File: src/rtl/uart_sched_pkg.sv
// Shared types and default constants for the UART transmit scheduler.
package uart_sched_pkg;

    typedef enum logic [1:0] {
        IDLE      = 2'd0,
        LOAD      = 2'd1,
        WAIT_BUSY = 2'd2,
        WAIT_DONE = 2'd3
    } sched_state_t;

    localparam int DEF_TIMEOUT_TICKS = 2;
    localparam int DEF_CNT_W         = 16;

endpackage

File: src/rtl/rr_arbiter.sv
// Combinational round-robin arbiter: first set request at or above ptr, wrapping.
module rr_arbiter #(
    parameter int N_REQ = 4,
    parameter int PTR_W = $clog2(N_REQ)
) (
    input  logic [N_REQ-1:0] req,
    input  logic [PTR_W-1:0] ptr,
    output logic [N_REQ-1:0] win,
    output logic             valid
);

    always_comb begin
        int idx;
        idx   = 0;
        win   = '0;
        valid = 1'b0;
        for (int k = 0; k < N_REQ; k++) begin
            idx = int'(ptr) + k;
            if (idx >= N_REQ) begin
                idx = idx - N_REQ;
            end
            if (!valid && req[idx[PTR_W-1:0]]) begin
                valid                = 1'b1;
                win[idx[PTR_W-1:0]]  = 1'b1;
            end
        end
    end

endmodule

File: src/rtl/uart_tx_sched.sv
// Shares one UART transmitter between N_REQ byte producers, round-robin,
// holding tx_en across exactly one baud tick and tracking the frame via tx_busy.
module uart_tx_sched
    import uart_sched_pkg::*;
#(
    parameter int N_REQ         = 4,
    parameter int DATA_W        = 8,
    parameter int TIMEOUT_TICKS = DEF_TIMEOUT_TICKS,
    parameter int CNT_W         = DEF_CNT_W
) (
    input  logic                      clk,
    input  logic                      reset,
    input  logic                      tick,
    input  logic [N_REQ-1:0]          req,
    input  logic [N_REQ*DATA_W-1:0]   req_data,
    output logic [N_REQ-1:0]          grant,
    output logic                      tx_en,
    output logic [DATA_W-1:0]         tx_data,
    input  logic                      tx_busy,
    output logic                      sched_busy,
    output logic                      timeout,
    output logic [CNT_W-1:0]          frames_sent
);

    localparam int PTR_W  = $clog2(N_REQ);
    localparam int TCNT_W = $clog2(TIMEOUT_TICKS + 1);

    sched_state_t        state_reg;
    logic [PTR_W-1:0]    ptr_reg;
    logic [PTR_W-1:0]    ptr_next;
    logic [TCNT_W-1:0]   tick_cnt_reg;
    logic [N_REQ-1:0]    grant_reg;
    logic                tx_en_reg;
    logic [DATA_W-1:0]   tx_data_reg;
    logic                sched_busy_reg;
    logic                timeout_reg;
    logic [CNT_W-1:0]    frames_sent_reg;

    logic [N_REQ-1:0]    win;
    logic                arb_valid;
    logic [DATA_W-1:0]   masked_data [N_REQ];
    logic [DATA_W-1:0]   win_data;

    rr_arbiter #(
        .N_REQ (N_REQ),
        .PTR_W (PTR_W)
    ) u_arb (
        .req   (req),
        .ptr   (ptr_reg),
        .win   (win),
        .valid (arb_valid)
    );

    // One-hot AND-OR mux of the winner's byte.
    genvar gi;
    generate
        for (gi = 0; gi < N_REQ; gi++) begin : g_mask
            assign masked_data[gi] = req_data[gi*DATA_W +: DATA_W] & {DATA_W{win[gi]}};
        end
    endgenerate

    always_comb begin
        win_data = '0;
        ptr_next = ptr_reg;
        for (int i = 0; i < N_REQ; i++) begin
            win_data = win_data | masked_data[i];
            if (win[i]) begin
                ptr_next = (i == N_REQ - 1) ? '0 : PTR_W'(i + 1);
            end
        end
    end

    always_ff @(posedge clk or negedge reset) begin
        if (!reset) begin
            state_reg       <= IDLE;
            ptr_reg         <= '0;
            tick_cnt_reg    <= '0;
            grant_reg       <= '0;
            tx_en_reg       <= 1'b0;
            tx_data_reg     <= '0;
            sched_busy_reg  <= 1'b0;
            timeout_reg     <= 1'b0;
            frames_sent_reg <= '0;
        end else begin
            grant_reg   <= '0;
            timeout_reg <= 1'b0;
            case (state_reg)
                IDLE: begin
                    if (arb_valid) begin
                        grant_reg      <= win;
                        tx_data_reg    <= win_data;
                        ptr_reg        <= ptr_next;
                        tx_en_reg      <= 1'b1;
                        sched_busy_reg <= 1'b1;
                        state_reg      <= LOAD;
                    end
                end
                LOAD: begin
                    if (tick) begin
                        tx_en_reg    <= 1'b0;
                        tick_cnt_reg <= '0;
                        state_reg    <= WAIT_BUSY;
                    end
                end
                WAIT_BUSY: begin
                    // A busy seen on the same edge as the final tick still counts as a start.
                    if (tx_busy) begin
                        state_reg <= WAIT_DONE;
                    end else if (tick) begin
                        if (tick_cnt_reg == TCNT_W'(TIMEOUT_TICKS - 1)) begin
                            timeout_reg    <= 1'b1;
                            sched_busy_reg <= 1'b0;
                            state_reg      <= IDLE;
                        end else begin
                            tick_cnt_reg <= tick_cnt_reg + TCNT_W'(1);
                        end
                    end
                end
                WAIT_DONE: begin
                    if (!tx_busy) begin
                        frames_sent_reg <= frames_sent_reg + CNT_W'(1);
                        sched_busy_reg  <= 1'b0;
                        state_reg       <= IDLE;
                    end
                end
                default: begin
                    tx_en_reg      <= 1'b0;
                    sched_busy_reg <= 1'b0;
                    state_reg      <= IDLE;
                end
            endcase
        end
    end

    assign grant       = grant_reg;
    assign tx_en       = tx_en_reg;
    assign tx_data     = tx_data_reg;
    assign sched_busy  = sched_busy_reg;
    assign timeout     = timeout_reg;
    assign frames_sent = frames_sent_reg;

endmodule

File: config.mk
export PLATFORM = sky130hd
export DESIGN_NAME = uart_tx_sched
export DESIGN_NICKNAME = d
export VERILOG_FILES = /design/src/rtl/uart_sched_pkg.sv /design/src/rtl/rr_arbiter.sv /design/src/rtl/uart_tx_sched.sv
export SDC_FILE = /design/constraint.sdc
export NUM_CORES = 1
export LEC_CHECK = 0
export ABC_AREA = 1
export CAP_MARGIN = 20
export CORE_UTILIZATION = 48
export CTS_CLUSTER_DIAMETER = 30
export DETAILED_ROUTE_END_ITERATION = 7
export MAX_ROUTING_LAYER = met4
export PLACE_DENSITY = 0.81
export RECOVER_POWER = 25
export SYNTH_ARGS = -nofsm -noshare
export SYNTH_HDL_FRONTEND = slang
export SYNTH_SLANG_ARGS = --single-unit
File: constraint.sdc
create_clock -name clk -period 2.79 [get_ports clk]
set_input_delay 0.558 -clock clk [delete_from_list [all_inputs] [get_ports clk]]
set_output_delay 0.558 -clock clk [all_outputs]
set_load 0.1 [all_outputs]
# Word-level counts from Yosys, hierarchy flattened
# Index checks and enable logic that the tools add are counted.
# Widths: inputs -> output; s select.
# op_classes
n_eq_ne	13
n_mux	58
n_bitwise	11
order_cmp	12
reduce_logical	22
n_addsub	9
# ops
cell	n
$mux 2	18
$and 8x8->8	4
$mux 4	6
$or 8x8->8	3
$mux 1	22
$add 16x1->16 const B	1
$ne 2x2->1 const B	7
$lt 2x3->1 const B	4
$or 4x4->4	3
$reduce_and 5->1	2
$ge 3x3->1 const B	3
$bmux 1 s2	4
$demux 1 s2	4
$ge 2x1->1 const B	4
$pmux 2 s4	1
$sub 2x1->2 const B	4
$logic_and 1x1->1	7
$add 2x2->3 const B	2
$ne 3x3->1 const B	2
$reduce_and 3->1	2
$reduce_and 6->1	1
$eq 2x1->1 const B	2
$eq 2x2->1 const B	2
$pmux 2 s2	1
12 further kinds	16
# totals
regBits	37
out_inout_bits	31

# Longest topological paths before layout
# Gate-level depths: netlist of the first run.
# logic_depth
ltp_word	18
depth_mapped	15
ltp_nobuf	14

# By module
# Synthesis of the first run repeated with hierarchy kept, for this count alone.
# unflattened
cells_unflattened	323
hier_area_um2	2441.1
# modules_own_cells
mod	seq_area_each_um2	cells_each	area_per_inst_um2	n_inst
uart_tx_sched	925.9	247	2016.9	1
rr_arbiter	0.0	76	424.2	1

# Least setup slack after synthesis of the first run
# No wires, ideal clock.
# synth_timing
kind	reg2reg
startpoint	register frames_sent_reg[1] (netlist: frames_sent[1])
endpoint	register frames_sent_reg[14] (netlist: frames_sent[14])
t_required_ps	2628
setup_time_ps	162
path_buffers	0
t_arrival_ps	2126
path_stages_with_launch	9
path_slack_ps	502
path_cell_list	dfrtp_1 ha_1 nand3_1 inv_1 nand4_1 nor2_1 nand3_1 nor3_1 xor2_1
# synth_between
elab_chain_cells	1
# synth_rtl
item	line_no	source
from (decl)	uart_tx_sched.sv:37	logic [CNT_W-1:0] frames_sent_reg;
from (signal assigned)	uart_tx_sched.sv:121	frames_sent_reg <= frames_sent_reg + CNT_W'(1);
$add 16x1->16	uart_tx_sched.sv:121	
# No other way between the ends.
# A chain may end at the register's enable or synchronous reset.

# Worst setup path after layout of the first run
# layout_timing
startpoint	input port req[2]
endpoint	register ptr_reg[1]
# layout_between
elab_chain_cells	15
# layout_rtl
item	line_no	source
from (decl)	uart_tx_sched.sv:14	input logic [N_REQ-1:0] req,
$bmux 1 s2	rr_arbiter.sv:22	if (!valid && req[idx[PTR_W-1:0]]) begin
$mux 1 (not written as such)	rr_arbiter.sv:22	
$mux 1	rr_arbiter.sv:22	
$logic_not 1->1	rr_arbiter.sv:22	
$logic_and 1x1->1	rr_arbiter.sv:22	
$mux 1	rr_arbiter.sv:22	
$logic_not 1->1	rr_arbiter.sv:22	
$logic_and 1x1->1	rr_arbiter.sv:22	
$mux 1	rr_arbiter.sv:22	
$logic_not 1->1	rr_arbiter.sv:22	
$logic_and 1x1->1	rr_arbiter.sv:22	
$mux 4	rr_arbiter.sv:22	
$mux 2 (3 in series)	uart_tx_sched.sv:67	if (win[i]) begin
to (signal assigned)	uart_tx_sched.sv:92	ptr_reg <= ptr_next;
to (decl)	uart_tx_sched.sv:29	logic [PTR_W-1:0] ptr_reg;
# Several ways; a longest one is shown, not always the timed one. The select of a mux whose other input is x is not followed.

==> qor.yml, run 1 <==
clock_tree:
  cts_setup_buffers: 0
  numClockSinks: 37
  cts.repair.resized: 0
  hold_buffers: 0
  htreeDepth: 2
  cts_tree: "done"
  path_clk_slew_ns: 0.08
  numCtsBuffers: 5
  cts_root_buf: "clkbuf_8"
  clock_latency_ns: 0.29
  cts.path.max_buffers: 2
critical_path:
  end_kind: "register"
  cp_data_arrival_time_ns: 2.41
  crit_fanout: 11
  cp-startpoint: "req[2]"
  required_ns: 2.97
  startpoint_type: "input pin"
  critPathKind: "in -> reg"
  r2r_start: "ptr_reg[0]"
finish:
  final_nets: 433
  final_area_mm2: 0.003268
  syn_to_final_growth_pct: 32.25
  largest_register_ffs: 16
  fin_util: 0.6741
  diodes: 0
  drive_gt1_frac: 0.2330
sta:
  period_minus_slack_ns: 2.225
  setup_viol: 0
  slew_violations: 38
  rsz0062_at_grt: "false"
  min_period_over_period: 0.7974
  clock_skew_ns: 0.008419
  tightest_slew_ns: 1.917
  slew-limit-headroom: -0.2781
  fmax_ghz: 0.4495
  hold_viol: 0
  tns_ns: 0
floorplan:
  core_area_mm2: 0.004848
  io_pins: 71
  initial_core_util: 0.5097
  dieArea_mm2: 0.005439
  num_rows: 25
  die_w_um: 73.75
  die_height_um: 73.75
route:
  drc_errors: 0
  post_drt_wl_per_cell_um: 11.71
  dr.pass1.iters: 5
  finalWirelength_mm: 5.259
  via_count: 2244
  drt_iter0_drc: 62
  final_antenna_net_count: 0
  routed_via_density: 4.998
yosys:
  ys_seq_area_frac: 0.3747
  synth_cell_types: 30
  netlist_area_mm2: 0.002471
  synth_nets: 357
  syn_inst: 305
  ys_warn_count: 0
  ys_ff_latch: 37
  syn_area_per_cell_um2: 8.102
global_routing:
  grt_overflow: 0
  grt_usage: 0.2120
  grt_pass1_wl_mm: 8.666
  grt_pass1_vias: 2029
  grt_max_degree: 38
  antenna_found_initial: 0
worst_hold_path:
  min-delay-start: "frames_sent[15]"
  hold_path.class: "reg -> reg"
job:
  drv_cap: 1
placed_design:
  hpwl_mm: 4.142
  dpl_cell_area_mm2: 0.003154
  portBuffers: 70
  place_congestion: 0.8882
outcome:
  status: "complete, but fails checks"
  violations: "max-capacitance violations, max-slew violations"
cell families (layout without fill, tap and decap cells):
family / after synthesis / after routing / synth area share
buf+inv: 29 / 106 / 0.05519
fa+ha+maj: 12 / 12 / 0.06076
compound gates: 15 / 15 / 0.03240
xor+xnor: 15 / 15 / 0.05316
flops: 37 / 37 / 0.3747
mux: 2 / 2 / 0.008607
simple gates: 195 / 195 / 0.4152
placed cells by master (no fill, tap or decap), drive strengths merged, types with 2 or more instances in the layout:
cell,netlist,routed
a21oi,7,7
buf,3,33
clkbuf,0,6
clkdlybuf4s50,0,38
dfrtp,37,37
ha,12,12
inv,26,26
nand2,98,98
nand3,36,36
nand3b,2,2
nand4,4,4
nor2,49,49
nor3,5,5
o21ai,5,5
o22ai,2,2
xnor2,4,4
xor2,11,11
final timing paths:
path | cells past startpoint | slack, ns | endpoint
worst max-delay path | 14 | 0.57 | ptr_reg[1]
worst min-delay path | 1 | 0.49 | frames_sent[15]
worst max register to register | 14 | 0.57 | ptr_reg[1]
worst min register to register | 1 | 0.49 | frames_sent[15]
max in group asynchronous | 1 | 0.90 | grant[0]
min in group asynchronous | 1 | 0.79 | frames_sent[8]
final cells by class:
cell class	count	area (um^2)
clock buffers	5	68.82
multi-input cells	239	1409
clock inverters	3	46.29
inverters	26	102.6
flip-flops and latches	37	925.9
repair buffers	72	631.9
well taps	67	83.83
fillers	413	1580
per-stage QoR:
step,hold slack (ns),std cells,worst slack [ns]
after floorplan,0.2624,305,0.5020
after global placement,0.4625,441,0.2986
after detailed placement,0.4879,441,0.2750
after CTS,0.3831,449,0.5681
after global routing,0.5090,449,0.3922
final,0.4922,449,0.5652
routing by layer:
metal,track usage,up-vias,wire (um)
li1,-,1130,-
met4,0.03846,0,23
met3,0.04252,4,297
met2,0.3731,78,2614
met1,0.2519,1032,2323
met5,-,-,0
critical path, stage by stage:
cell	delay [ns]
clkdlybuf4s50_1	0.55
inv_1	0.08
nand2_1	0.06
nand3_1	0.12
nand2_4	0.17
nand3_4	0.10
nor2_1	0.12
nor2_2	0.06
nand2_2	0.24
nor2_1	0.09
nand2_2	0.08
nand2_1	0.06
nand2_1	0.07
nand2_1	0.05
cell usage after synthesis:
master / instances / share of area
a21oi_1: 7 / 0.014
a22oi_1: 1 / 0.0030
buf_6: 3 / 0.014
dfrtp_1: 37 / 0.37
ha_1: 12 / 0.061
inv_1: 24 / 0.036
inv_2: 1 / 0.0015
inv_6: 1 / 0.0035
mux2_2: 1 / 0.0046
mux2i_1: 1 / 0.0041
nand2_1: 77 / 0.12
nand2_2: 14 / 0.035
nand2_4: 6 / 0.027
nand2_8: 1 / 0.0081
nand3_1: 30 / 0.061
nand3_2: 3 / 0.012
nand3_4: 3 / 0.021
nand3b_1: 2 / 0.0061
nand4_1: 4 / 0.010
nor2_1: 35 / 0.053
nor2_2: 11 / 0.028
nor2_4: 2 / 0.0091
nor2_8: 1 / 0.0081
nor3_1: 2 / 0.0041
nor3_2: 3 / 0.012
o21ai_0: 5 / 0.010
o22ai_1: 2 / 0.0051
or2_2: 1 / 0.0025
xnor2_1: 4 / 0.014
xor2_1: 11 / 0.039
Power of run 1 is left out: the tool's default activity adds up to more than one toggle a clock period on the data nets, which glitch-free logic cannot reach.
==> run 2: changes to the inputs <==
--- a/config.mk
+++ b/config.mk
@@ -7,11 +7,11 @@
 export LEC_CHECK = 0
 export ABC_AREA = 1
 export CAP_MARGIN = 20
-export CORE_UTILIZATION = 48
+export CORE_UTILIZATION = 43
 export CTS_CLUSTER_DIAMETER = 30
 export DETAILED_ROUTE_END_ITERATION = 7
 export MAX_ROUTING_LAYER = met4
-export PLACE_DENSITY = 0.81
+export PLACE_DENSITY = 0.76
 export RECOVER_POWER = 25
 export SYNTH_ARGS = -nofsm -noshare
 export SYNTH_HDL_FRONTEND = slang
==> constraint.sdc (replaced) <==
create_clock -name clk -period 1.85 [get_ports clk]
set_input_delay 0.37 -clock clk [delete_from_list [all_inputs] [get_ports clk]]
set_output_delay 0.37 -clock clk [all_outputs]
set_load 0.1 [all_outputs]
==> qor.yml, run 2 (same netlist as run 1, synthesis figures left out) <==
outcome:
  status: "complete, but fails checks"  # unchanged
  violations: "negative setup slack"  # was max-capacitance violations, max-slew violations
power_and_ir_drop:
  seq_power_share: 0.162
  powerDensity_mw_per_mm2: 2049
  combPwrFrac: 0.770
  leakage_uw: 0.001993
  swShare: 0.5340
  p_sw_uw: 4632
  internal-power_uw: 4043
  p_clk_frac: 0.068
  ir_drop_v: 0.001404
clock_tree:
  cts.path.max_buffers: 2  # unchanged
  numClockSinks: 37  # unchanged
  numCtsBuffers: 5  # unchanged
  htreeDepth: 2  # unchanged
  path_clk_slew_ns: 0.08  # about the same
  cts_tree: "done"  # unchanged
  clock_latency_ns: 0.29  # about the same
  cts_root_buf: "clkbuf_8"  # unchanged
critical_path:
  startpoint_type: "register"  # was input pin
  crit_fanout: 6  # was 11
  critPathKind: "reg -> reg"  # was in -> reg
  required_ns: 2.02  # was 2.97 ns
  end_kind: "register"  # unchanged
  cp_data_arrival_time_ns: 2.15  # was 2.41 ns
floorplan:
  dieArea_mm2: 0.006054  # was 0.005439 mm^2
  num_rows: 27  # was 25
  initial_core_util: 0.4488  # was 0.5097
  io_pins: 71  # unchanged
  die_height_um: 77.81  # was 73.75 um
  core_area_mm2: 0.005507  # was 0.004848 mm^2
  die_w_um: 77.81  # was 73.75 um
finish:
  final_common_cell: "nand2_1"  # unchanged
  fillers: 366  # was 413
  layout_common_cells: "nand2_1 (67), clkdlybuf4s50_1 (37), buf_12 (36)"  # was nand2_1 (77), clkdlybuf4s50_1 (38), dfrtp_1 (37)
  largest_register_ffs: 16  # unchanged
  drive_gt1_frac: 0.4028  # was 0.2330
  final_area_mm2: 0.004234  # was 0.003268 mm^2
  syn_to_final_growth_pct: 71.34  # was 32.25%
  final_nets: 473  # was 433
  diodes: 0  # unchanged
global_routing:
  grt_usage: 0.2394  # was 0.2120
  grt_pass1_wl_mm: 11.15  # was 8.666 mm
  grt_overflow: 0  # unchanged
  grt_max_degree: 18  # was 38
  antenna_found_initial: 0  # unchanged
  grt_pass1_vias: 2431  # was 2029
sta:
  slew_violations: 0  # was 38
  hold_viol: 0  # unchanged
  tightest_slew_ns: 0.5929  # was 1.917 ns
  whs_ns: 0.4615  # was 0.4922 ns
  slew-limit-headroom: 0.6048  # was -0.2781
  setup_viol: 15  # was 0
  rsz0062_at_grt: "true"  # was false
  tns_ns: -1.313  # was 0 ns
  fmax_ghz: 0.5045
  period_minus_slack_ns: 1.982
  min_period_over_period: 1.071
  setup_ws_ns: -0.1321  # was 0.5652 ns
  clock_skew_ns: 0.007566  # was 0.008419 ns
placed_design:
  post-place-ws_ns: -0.4013  # was 0.2750 ns
  place_congestion: 0.8728  # was 0.8882
  portBuffers: 70  # unchanged
  dpl_cell_area_mm2: 0.003851  # was 0.003154 mm^2
  hpwl_mm: 5.066  # was 4.142 mm
route:
  finalWirelength_mm: 6.790  # was 5.259 mm
  final_antenna_net_count: 0  # unchanged
  drt_iter0_drc: 85  # was 62
  routed_via_density: 4.913  # was 4.998
  via_count: 2427  # was 2244
  drc_errors: 0  # unchanged
  post_drt_wl_per_cell_um: 13.74  # was 11.71 um
  dr.pass1.iters: 4  # was 5
job:
  drv_cap: 0  # was 1
worst_hold_path:
  hold_path.class: "in -> reg"  # was reg -> reg
## run 2: cell count changes in the layout (fill, tap and decap cells not counted), moves of 3 or more
cell     previous run  this run
nand3_1            30        23
dfrtp_4             0         3
nor2_1             35        26
nor2_4              2         5
nand2_1            77        67
nand2_2            14        21
nand3_2             3         6
nand2_4             6        11
dfrtp_1            37        27
nor2_2             11        17
dfrtp_2             0         7
nand3_4             3         7
buf_12              0        36
## run 2: final timing paths
| path | from | to | slack, ns | cells past startpoint |
|---|---|---|---|---|
| max in group asynchronous | reset | frames_sent[1] | 0.52 | 3 |
| worst max-delay path | ptr_reg[0] | state_reg[0] | -0.13 | 11 |
| worst max register to register | ptr_reg[0] | state_reg[0] | -0.13 | 11 |
| worst min-delay path | tx_busy | timeout | 0.46 | 3 |
| worst min register to register | tick_cnt_reg[0] | tick_cnt_reg[0] | 0.52 | 1 |
| min in group asynchronous | reset | frames_sent[8] | 0.59 | 2 |
## run 2: per-layer routing
layer / wire, um / track usage / vias up
li1: - / - / 1207
met1: 2846 / 0.2817 / 1132
met2: 3581 / 0.4248 / 75
met3: 244 / 0.03059 / 13
met4: 117 / 0.07170 / 0
met5: 0 / - / -
## run 2: power groups by stage
stage	clock network [uW]	registers (uW)	logic [uW]
2_1_floorplan	0	2660	2700
3_3_place_gp	0	1400	5840
3_5_place_dp	0	1410	5930
4_1_cts	603	1400	6300
5_1_grt	629	1440	7120
6_report	592	1400	6680
## run 2: through the flow
stage / util / power, uW / cells
6_report: 0.7689 / 8675 / 494
5_1_grt: 0.7689 / 9185 / 494
4_1_cts: 0.7398 / 8300 / 485
3_5_place_dp: 0.6994 / 7347 / 471
3_3_place_gp: 0.6994 / 7238 / 471
2_1_floorplan: - / 5353 / 305
## run 2: critical path, cell delays in order (launching register included)
cell	delay, ns
dfrtp_2	0.47
inv_8	0.08
ha_4	0.22
inv_4	0.08
nand3_1	0.12
nand2_4	0.16
nor3_4	0.06
buf_4	0.14
a22oi_2	0.24
nand2_2	0.11
nand2_1	0.10
o21ai_1	0.08
## run 2: what timing repair did
item                                   in CTS  in global routing
cloned                                      2                  0
setup buffers                               3                  9
setup endpoints to repair                  14                 20
resized for setup                          18                 25
pin swaps                                  10                 26
hold buffers                                1                  0
endpoints found under the hold margin       9                  0
## run 2: cell type report
cell class                 instances  area (um^2)  area share
multi-input combinational        241         1623      0.3833
timing repair buffer             110         1374      0.3245
sequential                        37        945.9      0.2234
inverter                          26        107.6     0.02541
tap                               72        90.09     0.02128
clock buffer                       7        86.33     0.02039
clock inverter                     1        7.507    0.001773
Note: power is estimated with default switching activity, not from simulation.
